<file path="src/rtl/wrap_queue.sv">
// Circular in-order queue with wrap-around head/tail pointers, val/rdy enqueue and
// dequeue ports, and a synchronous flush. SIZE need not be a power of two.

module wrap_queue_inc #(
    parameter int SIZE     = 4,
    parameter int PTR_BITS = 2
) (
    input  logic [PTR_BITS-1:0] ptr_i,
    output logic [PTR_BITS-1:0] nxt_o
);
    localparam logic [PTR_BITS-1:0] LAST = PTR_BITS'(SIZE - 1);
    localparam logic [PTR_BITS-1:0] ONE  = PTR_BITS'(1);

    always_comb begin
        nxt_o = ptr_i + ONE;
        if (ptr_i == LAST) begin
            nxt_o = '0;
        end
    end
endmodule

module wrap_queue #(
    parameter int NBITS    = 8,
    parameter int SIZE     = 4,
    parameter int PTR_BITS = 2
) (
    input  logic              clk,
    input  logic              reset,
    input  logic              clear,
    input  logic              enq_val,
    output logic              enq_rdy,
    input  logic [NBITS-1:0]  enq_msg,
    output logic              deq_val,
    input  logic              deq_rdy,
    output logic [NBITS-1:0]  deq_msg,
    output logic [PTR_BITS:0] count
);
    // Handshake: a transfer happens on a rising edge when val and rdy are both high.
    // enq_rdy and deq_val depend only on registered occupancy, never on the peer's
    // val/rdy, so there is no pass-through when full and no bypass when empty.
    localparam logic [PTR_BITS:0] CNT_FULL = (PTR_BITS + 1)'(SIZE);
    localparam logic [PTR_BITS:0] CNT_ONE  = (PTR_BITS + 1)'(1);

    logic [PTR_BITS-1:0] head_q, head_d;
    logic [PTR_BITS-1:0] tail_q, tail_d;
    logic [PTR_BITS:0]   cnt_q, cnt_d;
    logic [NBITS-1:0]    mem_q [SIZE];

    logic [PTR_BITS-1:0] head_nxt;
    logic [PTR_BITS-1:0] tail_nxt;
    logic                enq_fire;
    logic                deq_fire;
    logic                do_write;

    wrap_queue_inc #(.SIZE(SIZE), .PTR_BITS(PTR_BITS)) u_head_inc (
        .ptr_i (head_q),
        .nxt_o (head_nxt)
    );

    wrap_queue_inc #(.SIZE(SIZE), .PTR_BITS(PTR_BITS)) u_tail_inc (
        .ptr_i (tail_q),
        .nxt_o (tail_nxt)
    );

    always_comb begin
        enq_rdy  = (cnt_q != CNT_FULL);
        deq_val  = (cnt_q != '0);
        deq_msg  = mem_q[head_q];
        count    = cnt_q;
        enq_fire = enq_val & enq_rdy;
        deq_fire = deq_val & deq_rdy;
    end

    // A flush drops whatever handshakes appear to complete in the same cycle.
    always_comb begin
        head_d   = head_q;
        tail_d   = tail_q;
        cnt_d    = cnt_q;
        do_write = 1'b0;
        if (clear) begin
            head_d = '0;
            tail_d = '0;
            cnt_d  = '0;
        end else begin
            if (enq_fire) begin
                tail_d   = tail_nxt;
                do_write = 1'b1;
            end
            if (deq_fire) begin
                head_d = head_nxt;
            end
            case ({enq_fire, deq_fire})
                2'b10:   cnt_d = cnt_q + CNT_ONE;
                2'b01:   cnt_d = cnt_q - CNT_ONE;
                default: cnt_d = cnt_q;
            endcase
        end
    end

    always_ff @(posedge clk) begin
        if (!reset) begin
            head_q <= '0;
            tail_q <= '0;
            cnt_q  <= '0;
        end else begin
            head_q <= head_d;
            tail_q <= tail_d;
            cnt_q  <= cnt_d;
        end
    end

    // Payload storage carries no reset; occupancy alone says which slots are live.
    always_ff @(posedge clk) begin
        if (reset && do_write) begin
            mem_q[tail_q] <= enq_msg;
        end
    end
endmodule

</file>
<file path="config.mk">
export PLATFORM = sky130hd
export DESIGN_NAME = wrap_queue
export DESIGN_NICKNAME = d
export VERILOG_FILES = /design/src/rtl/wrap_queue.sv
export SDC_FILE = /design/constraint.sdc
export NUM_CORES = 1
export LEC_CHECK = 0
export CORE_UTILIZATION = 40
export CTS_CLUSTER_DIAMETER = 200
export CTS_CLUSTER_SIZE = 40
export DETAILED_ROUTE_END_ITERATION = 8
export PLACE_DENSITY_LB_ADDON = 0.12
export RECOVER_POWER = 100
export SLEW_MARGIN = 15
export SYNTH_ARGS = -nofsm -noshare
export SYNTH_HDL_FRONTEND = slang
export SYNTH_HIERARCHICAL = 1
export SYNTH_SLANG_ARGS = --single-unit
</file>
<file path="constraint.sdc">
create_clock -name clk -period 2.5 [get_ports clk]
set_input_delay 0.375 -clock clk [delete_from_list [all_inputs] [get_ports clk]]
set_output_delay 0.375 -clock clk [all_outputs]
set_load 0.1 [all_outputs]
</file>
==> results by group <==
GRT
  • GRT Overall Usage: 14.5%
  • Largest net degree at the start of global routing: 14
  • Initial antenna violation count: 0
  • GR Overflow Total: 0
  • First-pass GRT wire length: 4240 microns
  • Vias in the first global route: 891

Critical path
  • Reg2Reg Setup Slack: 0.25 ns
  • Critical path's slowest cell: or3b_1
  • Reg-to-reg startpoint: count[0]$_SDFFE_PP0P_
  • Crit-path max cell delay: 0.47 ns
  • Worst-path cell chain: or3b_1 > nand2_4 > ha_1 > inv_1 > fa_1 > xor2_1 > or3_1 > a21oi_1
  • Reg2reg end: count[2]$_SDFFE_PP0P_
  • CP Max Fanout: 6
  • CP Class: flip-flop to flip-flop
  • R2r worst-path depth: 8
  • Crit path DAT: 2.46 ns
  • CP Data Required Time: 2.71 ns
  • CP Capture Type: flip-flop
  • Critical path endpoint: count[2]$_SDFFE_PP0P_
  • Startpoint types: flip-flop
  • Crit. Startpoint: count[0]$_SDFFE_PP0P_

CTS
  • Post_cts resized: 0
  • Clk sink count: 41
  • TritonCTS buffer count: 5
  • Root buffer cell: clkbuf_8
  • Worst-path clk slew: 0.07 ns
  • Clk_lat worst skew: 0.29 ns
  • Setup bufs post-CTS: 0
  • CTS tree: built
  • Hold Buf Count CTS: 0
  • CTS max path bufs: 2
  • # H-tree levels: 2

Drt
  • Pre-antenna DRT Iters: 4
  • DR iter-0 viols: 16
  • Routed WL per cell: 13.8 microns
  • Routed Antenna Nets: 0
  • Drt total wl: 2490 microns
  • DR DRC count: 0
  • Via count: 882
  • Vias/cell: 4.90

Min path
  • Min-delay worst type: flip-flop to flip-flop

Die
  • Core Rows: 22
  • Die width: 65.5 microns
  • Initial Util: 42.7%
  • Die height: 65.5 microns
  • Num ports: 26
  • Die ar.: 4280 sq um
  • Core footprint: 3770 sq um

Synthesis
  • Top post-synthesis cells by area: edfxtp_1, dfxtp_1, mux4_2, ha_1, inv_1
  • Most common cell in the netlist: edfxtp_1
  • Async SR Flop Fraction: 0%
  • Share of the synthesized area in the top cell type: 59.7%
  • Yosys top cell by area: edfxtp_1
  • Top cells by count, synth: edfxtp_1, dfxtp_1, mux4_2
  • Synth Instances: 96
  • Register bit total from synthesis: 41
  • Count of cell types in the netlist: 23
  • Ys Warns: 6
  • Syn_nets: 113
  • Most used DFF post-synth: edfxtp_1
  • Syn Area/Cell: 16.8 sq um
  • Post-synthesis sequential area ratio: 70.9%
  • Number of flops mapped to enable cells by yosys: 32
  • Mapped Area: 1610 sq um

Run status
  • Status: finished clean

Timing
  • Final hold violations: 0
  • FMAX: 445 MHz
  • Final Setup Violations: 0
  • Max-slew headroom: 23.3%
  • Crit share post-route: 89.9%
  • Final setup TNS: 0 ns
  • Worst-Margin Slew: 1.15 ns
  • RSZ-0062 raised after global routing: no
  • Final worst slack: 0.253 ns
  • Skew final: 0.00150 ns
  • Fin crit period: 2.25 ns
  • Max-slew violations: 0

Finish
  • Area growth syn-to-layout: 21.4%
  • Nets: 148
  • N_diodes: 0
  • Layout filler cell count: 314
  • Final Util: 51.9%
  • Share of cells above drive strength 1: 23.5%

Power and ir drop
  • VDD IR max: 257 uV
  • Pwr dens: 660 nW/um^2
  • Final Power: 1.29 mW
  • Leak Pwr: 0.664 nW

Placement
  • Post-DP HPWL: 1800 microns
  • Pre-CTS WS: 0.152 ns
  • Port Buf Inserts: 25
  • Placer congestion estimate: 0.626

Job
  • Max-Cap Viols: 0
registers in the layout (all words and copies together), names as in the netlist, named ones only:
| signal | cells |
|---|---|
| head_q | 2 |
| mem_q | 32 |
| count | 3 |
| tail_q | 2 |
how the worst min path moves through the flow:
stage / from / end / depth (start not counted)
finish: head_q[1]$_SDFFE_PP0P_ / flip-flop / 2
global route: count[2]$_SDFFE_PP0P_ / count[2]$_SDFFE_PP0P_ / 2
CTS: tail_q[1]$_SDFFE_PP0P_ / tail_q[1]$_SDFFE_PP0P_ / 2
detailed placement: tail_q[1]$_SDFFE_PP0P_ / tail_q[1]$_SDFFE_PP0P_ / 2
global placement: tail_q[1]$_SDFFE_PP0P_ / tail_q[1]$_SDFFE_PP0P_ / 2
floorplan: head_q[1]$_SDFFE_PP0P_ / flip-flop / 2
where the power goes:
part	leakage (nW)	switching, mW	total (mW)	internal [mW]
registers	0.363	0.00699	0.749	0.742
logic	0.257	0.0982	0.137	0.0390
clock network	0.0439	0.213	0.405	0.192
critical path: cells and delay by family (launching register included):
family / cells / cell delay (ns)
adders and majority gates: 2 / 0.55
DFF: 1 / 0.36
buffers and inverters: 1 / 0.06
AOI/OAI and AO/OA: 1 / 0.15
xor gates and xnor gates: 1 / 0.16
and+or+nand+nor: 3 / 0.89
kinds of logic after synthesis:
kind of cell	share of synthesized area, %
AOI/OAI and AO/OA	2.02
buffers and inverters	2.25
xor gates and xnor gates	1.09
muxes	12.4
and+or+nand+nor	7.77
adders and majority gates	3.57
DFF	70.9
layer usage:
metal	share of wire, %	global-route usage (%)	vias to the layer above
met2	52	25.0	20
met3	4.4	4.69	6
li1	-	-	429
met1	41	15.8	427
met4	2.3	7.34	0
met5	0	0	-
final cells by class:
class                           count  area, sq um  share of cell area [%]
Timing Repair Buffer               31          210                    10.7
Sequential cell                    41         1150                    58.6
Clock buffer                        5         68.8                    3.52
Inverter                            6         22.5                    1.15
Tap cell                           48         60.1                    3.07
Multi-Input combinational cell     46          430                    22.0
Clock inverter                      3         17.5                   0.896
layout by cell type, fill, tap and decap left out, drive strengths merged:
| cell | instances |
|---|---|
| clkinv | 2 |
| buf | 5 |
| nor2b | 1 |
| clkdlybuf4s50 | 3 |
| nand3 | 3 |
| or3b | 1 |
| inv | 6 |
| nor3 | 4 |
| dfxtp | 9 |
| or3 | 2 |
| clkinvlp | 1 |
| dlygate4sd3 | 9 |
| clkbuf | 19 |
| o21ai | 3 |
| ha | 3 |
| a21oi | 2 |
| nor2 | 5 |
| nand2b | 1 |
| o31ai | 1 |
| mux4 | 8 |
| fa | 1 |
| nand2 | 7 |
| xor2 | 2 |
| mux2i | 2 |
| edfxtp | 32 |
per-stage QoR:
stage	cells	area, sq um	hold slack, ns
floorplan	96	1620	0.470
global placement	172	1930	0.502
detailed placement	172	1930	0.520
CTS	180	2010	0.531
global route	180	1960	0.573
finish	180	1960	0.526
Power figures use the tool's default switching activity.
